**src/rtl/core_pkg.sv**
```systemverilog
// Shared core types: data/register widths and the operand-fetch output entry.
package core_pkg;
  localparam int XLEN       = 32;
  localparam int REG_ADDR_W = 5;
  localparam int NUM_REGS   = 1 << REG_ADDR_W;

  typedef logic [REG_ADDR_W-1:0] reg_idx_t;

  typedef struct packed {
    logic [XLEN-1:0] pc;
    logic [XLEN-1:0] rs1_val;
    logic [XLEN-1:0] rs2_val;
    reg_idx_t        rd;
    logic            we;
  } of_entry_t;
endpackage

```
**src/rtl/reg_scoreboard.sv**
```systemverilog
// Pending-destination scoreboard: one bit per register, x0 never pending.
// Busy queries see a same-cycle writeback clear so a hazard releases without a bubble.
module reg_scoreboard
  import core_pkg::*;
#(
  parameter int REG_ADDR_W = core_pkg::REG_ADDR_W
) (
  input  logic                  clk,
  input  logic                  rst_n,
  input  logic                  set_en,
  input  logic [REG_ADDR_W-1:0] set_idx,
  input  logic                  clr_en,
  input  logic [REG_ADDR_W-1:0] clr_idx,
  input  logic [REG_ADDR_W-1:0] qa_idx,
  output logic                  qa_busy,
  input  logic [REG_ADDR_W-1:0] qb_idx,
  output logic                  qb_busy,
  input  logic [REG_ADDR_W-1:0] qc_idx,
  output logic                  qc_busy
);
  localparam int NREGS = 1 << REG_ADDR_W;

  logic [NREGS-1:0] pending_p0;
  logic [NREGS-1:0] pending_nxt;

  // Set is applied after clear so a departing entry wins over a same-index writeback.
  always_comb begin
    pending_nxt = pending_p0;
    if (clr_en) pending_nxt[clr_idx] = 1'b0;
    if (set_en) pending_nxt[set_idx] = 1'b1;
    pending_nxt[0] = 1'b0;
  end

  always_ff @(posedge clk or negedge rst_n) begin
    if (!rst_n) pending_p0 <= '0;
    else        pending_p0 <= pending_nxt;
  end

  assign qa_busy = pending_p0[qa_idx] & ~(clr_en & (clr_idx == qa_idx));
  assign qb_busy = pending_p0[qb_idx] & ~(clr_en & (clr_idx == qb_idx));
  assign qc_busy = pending_p0[qc_idx] & ~(clr_en & (clr_idx == qc_idx));
endmodule

```
**src/rtl/operand_fetch.sv**
```systemverilog
// Operand fetch: register-file read with writeback bypass, RAW/WAW stall via
// scoreboard, and a valid/ready output register feeding execute.
module operand_fetch
  import core_pkg::*;
#(
  parameter int XLEN       = core_pkg::XLEN,
  parameter int REG_ADDR_W = core_pkg::REG_ADDR_W
) (
  input  logic                  clk,
  input  logic                  rst_n,
  input  logic                  flush,
  input  logic                  in_valid,
  output logic                  in_ready,
  input  logic [XLEN-1:0]       in_pc,
  input  logic [REG_ADDR_W-1:0] in_rs1,
  input  logic [REG_ADDR_W-1:0] in_rs2,
  input  logic                  in_use_rs1,
  input  logic                  in_use_rs2,
  input  logic [REG_ADDR_W-1:0] in_rd,
  input  logic                  in_we,
  output logic [REG_ADDR_W-1:0] rf_raddr1,
  output logic [REG_ADDR_W-1:0] rf_raddr2,
  input  logic [XLEN-1:0]       rf_rd1,
  input  logic [XLEN-1:0]       rf_rd2,
  input  logic                  wb_we,
  input  logic [REG_ADDR_W-1:0] wb_waddr,
  input  logic [XLEN-1:0]       wb_wdata,
  output logic                  out_valid,
  input  logic                  out_ready,
  output logic [XLEN-1:0]       out_pc,
  output logic [XLEN-1:0]       out_rs1_val,
  output logic [XLEN-1:0]       out_rs2_val,
  output logic [REG_ADDR_W-1:0] out_rd,
  output logic                  out_we
);
  of_entry_t entry_p1;
  logic      vld_p1;

  logic busy_rs1, busy_rs2, busy_rd;
  logic held_rs1, held_rs2, held_rd;
  logic blk_rs1, blk_rs2, blk_waw;
  logic accept, sb_set;

  function automatic logic [XLEN-1:0] resolve(
    input logic [REG_ADDR_W-1:0] idx,
    input logic [XLEN-1:0]       rf_val,
    input logic                  byp_we,
    input logic [REG_ADDR_W-1:0] byp_addr,
    input logic [XLEN-1:0]       byp_data
  );
    if (idx == '0)                       return '0;
    else if (byp_we && byp_addr == idx)  return byp_data;
    else                                 return rf_val;
  endfunction

  assign rf_raddr1 = in_rs1;
  assign rf_raddr2 = in_rs2;

  // A flushed entry never reaches execute, so it must not mark its destination pending.
  assign sb_set = vld_p1 & out_ready & entry_p1.we & (entry_p1.rd != '0) & ~flush;

  reg_scoreboard #(.REG_ADDR_W(REG_ADDR_W)) u_sb (
    .clk     (clk),
    .rst_n   (rst_n),
    .set_en  (sb_set),
    .set_idx (entry_p1.rd),
    .clr_en  (wb_we),
    .clr_idx (wb_waddr),
    .qa_idx  (in_rs1),
    .qa_busy (busy_rs1),
    .qb_idx  (in_rs2),
    .qb_busy (busy_rs2),
    .qc_idx  (in_rd),
    .qc_busy (busy_rd)
  );

  assign held_rs1 = vld_p1 & entry_p1.we & (entry_p1.rd == in_rs1);
  assign held_rs2 = vld_p1 & entry_p1.we & (entry_p1.rd == in_rs2);
  assign held_rd  = vld_p1 & entry_p1.we & (entry_p1.rd == in_rd);

  assign blk_rs1 = in_use_rs1 & (in_rs1 != '0) & (busy_rs1 | held_rs1);
  assign blk_rs2 = in_use_rs2 & (in_rs2 != '0) & (busy_rs2 | held_rs2);
  assign blk_waw = in_we & (in_rd != '0) & (busy_rd | held_rd);

  assign in_ready = ~(blk_rs1 | blk_rs2 | blk_waw) & (~vld_p1 | out_ready) & ~flush;
  assign accept   = in_valid & in_ready;

  // Stage boundary: resolved operands into the execute-facing register.
  always_ff @(posedge clk or negedge rst_n) begin
    if (!rst_n) begin
      vld_p1   <= 1'b0;
      entry_p1 <= '0;
    end else if (flush) begin
      vld_p1 <= 1'b0;
    end else if (accept) begin
      vld_p1           <= 1'b1;
      entry_p1.pc      <= in_pc;
      entry_p1.rs1_val <= resolve(in_rs1, rf_rd1, wb_we, wb_waddr, wb_wdata);
      entry_p1.rs2_val <= resolve(in_rs2, rf_rd2, wb_we, wb_waddr, wb_wdata);
      entry_p1.rd      <= in_rd;
      entry_p1.we      <= in_we;
    end else if (out_ready) begin
      vld_p1 <= 1'b0;
    end
  end

  assign out_valid   = vld_p1;
  assign out_pc      = entry_p1.pc;
  assign out_rs1_val = entry_p1.rs1_val;
  assign out_rs2_val = entry_p1.rs2_val;
  assign out_rd      = entry_p1.rd;
  assign out_we      = entry_p1.we;
endmodule

```
**config.mk**
```make
export PLATFORM = sky130hd
export DESIGN_NAME = operand_fetch
export DESIGN_NICKNAME = d
export VERILOG_FILES = /design/src/rtl/core_pkg.sv /design/src/rtl/reg_scoreboard.sv /design/src/rtl/operand_fetch.sv
export SDC_FILE = /design/constraint.sdc
export NUM_CORES = 1
export LEC_CHECK = 0
export BUFFER_PORTS_ARGS = -buffer_cell sky130_fd_sc_hd__buf_2
export CAP_MARGIN = 20
export CORE_MARGIN = 5
export CORE_UTILIZATION = 35
export DETAILED_ROUTE_END_ITERATION = 8
export GPL_TIMING_DRIVEN = 0
export PLACE_DENSITY = 0.64
export REMOVE_ABC_BUFFERS = 1
export SYNTH_ARGS = -nofsm -noshare
export SYNTH_HDL_FRONTEND = slang
export SYNTH_HIERARCHICAL = 1
export SYNTH_SLANG_ARGS = --single-unit
```
**constraint.sdc**
```tcl
create_clock -name clk -period 7.3 [get_ports clk]
set_clock_uncertainty 0.05 [all_clocks]
set_input_delay 1.46 -clock clk [delete_from_list [all_inputs] [get_ports clk]]
set_output_delay 1.46 -clock clk [all_outputs]
set_load 0.02 [all_outputs]
```
After elaboration in Yosys (flattened, before gate mapping) --
Cells that the tools add are included. Widths: inputs -> output; s select.
Word-level totals: memories kept 0, bits in read-only memories 0, word-level logic and storage cells 89, RAM bits 0, output and inout port bits 114, input port bits 157, bits in registers 134, bits in latches 0
Operators by class: bitwise logic cells 38, equal/unequal tests 6, div/mod/pow operators 0, magnitude comparators 7, add/sub/neg operators 0, reduce and logical (&&, ||, !) cells 12, multiplexer cells 19, multiply operators 0, shifts and indexed selects 0
Operators by type and width (number):
- $mux 32 | 6
- $and 32x32->32 | 1
- $not 32->32 | 1
- $or 32x32->32 | 1
- $eq 5x5->1 | 6
- $lt 5x6->1 const B | 5
- $and 1x1->1 | 23
- $reduce_bool 5->1 | 4
- $bmux 1 s5 | 3
- $demux 1 s5 | 2
- $ge 5x1->1 const B | 2
- $logic_not 5->1 | 2
- $mux 1 | 8
- $not 1->1 | 6
- $or 1x1->1 | 6
- $logic_and 1x1->1 | 4
- $reduce_bool 3->1 | 1
- $reduce_and 2->1 | 1

Logic depth before layout (Yosys ltp) --
word-level depth 14, depth in mapped cells 11, depth with buffers taken out 8

By module --
The synthesis kept the hierarchy.
Modules (own cells, without submodules):
- operand_fetch | instances 1, area an instance 5766.8 um^2, cells an instance 516, seq. area each 2577.5 um^2
- reg_scoreboard | instances 1, area an instance 2334.7 um^2, cells an instance 225, seq. area each 775.7 um^2

Worst setup path before layout --
OpenSTA, ideal clock, no wires.
path type input to output, start input port in_rd[2], end output port in_ready, arrival 3.656 ns, buffers on the path 1, path slack 2.134 ns, data required time 5.790 ns, stages on the path 9, cells stage by stage buf_6 > mux4_2 > or3_1 > o2111ai_1 > o32ai_1 > a41oi_1 > or3_1 > o21ai_0 > nor4_1
Between the ends: word-level cells in the longest chain between the ends 10, elaborated cells on any way between the ends 16, classes of those cells eq/ne: 2; mux: 2; bitwise: 11; reduce/logical: 1
Ends and longest elaborated chain:
- start: declaration | line operand_fetch.sv:19 | input logic [REG_ADDR_W-1:0] in_rd,
- parallel branches: the longest is 3 deep, another holds $bmux 1 s5
- $and 1x1->1 * | line reg_scoreboard.sv:41 | assign qc_busy = pending_p0[qc_idx] & ~(clr_en & (clr_idx == qc_idx));
- net busy_rd | line operand_fetch.sv:39 | logic busy_rs1, busy_rs2, busy_rd;
- $or 1x1->1 * | line operand_fetch.sv:83 | assign blk_waw = in_we & (in_rd != '0) & (busy_rd | held_rd);
- $and 1x1->1 * | line operand_fetch.sv:83
- $or 1x1->1 * | line operand_fetch.sv:85 | assign in_ready = ~(blk_rs1 | blk_rs2 | blk_waw) & (~vld_p1 | out_ready) & ~flush;
- $not 1->1 * | line operand_fetch.sv:85
- $and 1x1->1 * (2 in series) | line operand_fetch.sv:85
- end: declaration | line operand_fetch.sv:13 | output logic in_ready,
Mark *: on every way through the listed nets, which the timed path passes. The select of a mux whose other input is x is not followed.

Final worst setup path --
Same ends and word-level chain as after synthesis.

==> results by group <==
Clock tree
  – Bufs on Longest Clock Path: 2
  – Worst skew pair latency: approximately 420 ps
  – CTS Root Cell: clkbuf_16
  – Clock sinks: between 100 and 150
  – Post-CTS Setup Bufs: 0
  – CTS tree: yes
  – Clock-pin slew on the worst setup and hold paths: 60 ps
  – CTS buffer count: 17
  – CTS H-tree lvls: 4
  – PostCTS Resize Cnt: 0
  – Post-CTS Hold Buffers: 0

Global route
  – Initial antenna violation count: 1
  – GR Overflow Total: 0
  – Largest net degree at the start of global routing: 77
  – GRT Overall Usage: roughly 20%
  – Global-route wire length before repair: about 40 mm
  – Vias in the first global route: 7137

STA
  – Hold Fails Final Rpt: 0
  – Fmax: between 150 and 200 MHz
  – RSZ-0062 raised after global routing: no
  – Crit share post-route: about three quarters
  – Max-slew violations: 0
  – Fin worst setup slack: 1830 ps
  – Final hold slack: around 430 ps
  – Minimum clock period: about 5500 ps
  – Slew HR: 36.9%
  – Setup violations, final: 0
  – Worst Max-Slew Pin Slew: around 940 ps
  – Setup tns final: 0 ps

Power and ir drop
  – Clk pwr share: approximately 30%
  – Combinational Power Share: 33.5%
  – Psw: 1.03 mW
  – Sw Share: a little over a third
  – Power Internal: approximately 1.8 mW
  – Sequential share of power: 36.8%
  – Leak: around 4.5 nW
  – Peak supply drop: between 0.15 and 0.2 mV
  – Cell Pwr Density: approximately 280 nW/um2

Worst setup path
  – CP max-delay cell: mux4_2
  – Crit path max fanout: 13
  – CP Data Required Time: slightly below 6000 ps
  – Data arrival, critical path: ~4000 ps
  – Crit path launch type: primary input
  – CP Class: primary input to output port
  – Worst path cell trace: buf_2 -> mux4_2 -> or3_1 -> o2111ai_1 -> o32ai_1 -> a41oi_1 -> or3_1 -> o21ai_0 -> nor4_1 -> buf_2
  – Type of destination of the critical path: output port
  – Crit-path max cell delay: about 570 ps
  – Reg2reg setup slack: 3760 ps

Layout
  – Seq. cell area: 3350 um2
  – Layout cell share with drive strength beyond 1: a little over two fifths
  – Fillers: ~2.2k
  – Layout Area Growth over Synthesis: 26.0%
  – Final #Nets: about 1.1k
  – Commonest non-fill, non-tap cell in the layout: buf_2
  – Area of the multi-input gates: around 4300 um2
  – Most frequent cells in the layout: buf_2 (269), dfrtp_1 (134), o21ai_0 (79), nand3_1 (69), a21oi_1 (64)

Synth
  – Cell variety after synth: 51
  – Ys Warns: 6
  – Post-Syn Area: just over 8000 um2
  – EDFF count, synth: 0
  – FF+latch count, synth: ~130
  – Post-Synthesis Cells: between 700 and 800
  – Sequential fraction of the synthesis area: between 40% and 50%
  – Async SR Flop Fraction: 100%
  – Mean post-synth cell area: approximately 11 um2
  – Main flop type after synthesis: dfrtp_1

Placement
  – Placer Congestion: ~0.86
  – Port Buf Inserts: between 200 and 300
  – Pre-CTS WS: 1860 ps
  – HPWL Detailed: about 19 mm

Route
  – Drt first-iter violations: roughly 700
  – Via count: just over 7k
  – Drt wl/cell: approximately 21 um
  – Drt total wl: about 27 mm
  – # DRC: 0
  – Drt pass-1 iters: 5
  – Routed Antenna Nets: 0
  – Vias per std cell: about 5.6

Floorplan
  – Top Ports: roughly 270
  – Initial Util: approximately 36%
  – Die footprint: 26300 um2
  – Chip Width: ~160 um
  – Die height: 162 um
  – # rows: 55
  – Core Footprint: roughly 23000 um2

Job
  – Maxcap violations: 0

Run status
  – Outcome: complete, no violations

Min path
  – Hold crit path type: register to register
==> through the flow <==
| step | instances | power (mW) | cell area, um2 | util, % |
|---|---|---|---|---|
| 2_1_floorplan | 671 | 1.62 | 7620 | - |
| 3_3_place_gp | 1226 | 1.99 | 9330 | 41.1 |
| 3_5_place_dp | 1237 | 2.03 | 9620 | 42.4 |
| 4_1_cts | 1269 | 2.89 | 10200 | 44.9 |
| 5_1_grt | 1270 | 3.00 | 10200 | 44.9 |
| 6_report | 1270 | 2.87 | 10200 | 44.9 |
==> flip-flops by register name, indices dropped and copies added, names as in the netlist <==
register and count:
out_rd 5, out_rs2_val 32, out_valid 1, u_sb/pending_p0 31, out_pc 32, out_rs1_val 32
out_we 1
==> worst paths after layout <==
check                                                   end                           from  cells past startpoint
worst max-delay path                               in_ready                       in_rd[2]                     10
worst min-delay path             out_rs1_val[8]$_DFFE_PN0P_     out_rs1_val[8]$_DFFE_PN0P_                      1
max in group asynchronous            out_pc[31]$_DFFE_PN0P_                          rst_n                      2
worst max register to register  out_rs1_val[23]$_DFFE_PN0P_  u_sb/pending_p0[21]$_DFF_PN0_                     10
min in group asynchronous        out_rs1_val[0]$_DFFE_PN0P_                          rst_n                      1
worst min register to register   out_rs1_val[8]$_DFFE_PN0P_     out_rs1_val[8]$_DFFE_PN0P_                      1
==> power groups by stage <==
| stage | clock [mW] | sequential [mW] | combinational (mW) |
|---|---|---|---|
| 4_1_cts | 0.875 | 1.05 | 0.965 |
| 2_1_floorplan | 0 | 1.25 | 0.374 |
| 5_1_grt | 0.901 | 1.08 | 1.02 |
| 3_5_place_dp | 0 | 1.06 | 0.961 |
| 6_report | 0.852 | 1.05 | 0.959 |
| 3_3_place_gp | 0 | 1.06 | 0.935 |
==> routing by layer <==
layer	track usage, %	up-vias	routed length, um
met4	7.50	0	826
met1	25.9	3501	11500
met5	0	-	0
met2	31.7	392	12600
li1	-	3217	-
met3	4.29	56	2010
==> final cells by class <==
type                            count  share of cell area (%)
Antenna cell                        1                  0.0245
Clock buffer                       18                    4.30
Clock inverter                     14                    1.36
Inverter                            4                   0.147
Multi-Input combinational cell    533                    41.8
Sequential cell                   134                    32.9
Tap cell                          285                    3.49
Timing Repair Buffer              281                    16.0
==> worst max-delay path: cells and delay by family <==
kind	cells	cell delay, ps
simple gates	3	800
mux	1	570
buf+inv	2	540
compound gates	4	580
==> cell usage after synthesis, types with 8 or more instances <==
cell type | number | area (um2)
a21oi_1 | 64 | 320
buf_4 | 15 | 113
clkbuf_1 | 40 | 150
dfrtp_1 | 134 | 3350
mux2_1 | 16 | 180
mux2_2 | 33 | 372
mux2_4 | 60 | 901
mux4_2 | 17 | 383
nand2_1 | 14 | 52.6
nand3_1 | 69 | 345
nand3b_1 | 10 | 75.1
nor2_1 | 9 | 33.8
o21ai_0 | 79 | 395
o21ai_1 | 53 | 265
xnor2_1 | 32 | 280
xor2_1 | 8 | 70.1
==> kinds of logic (layout without fill, tap and decap cells) <==
family,count (synthesis),after routing,synth area share (%)
XOR/XNOR,40,40,4.32
buffers and inverters,74,317,6.16
multiplexers,130,130,23.6
flip-flops,134,134,41.4
other,0,1,0
AND/OR/NAND/NOR,144,144,9.96
AO/OA/AOI/OAI,219,219,14.6
No activity file was read; power rests on OpenSTA's default activity.
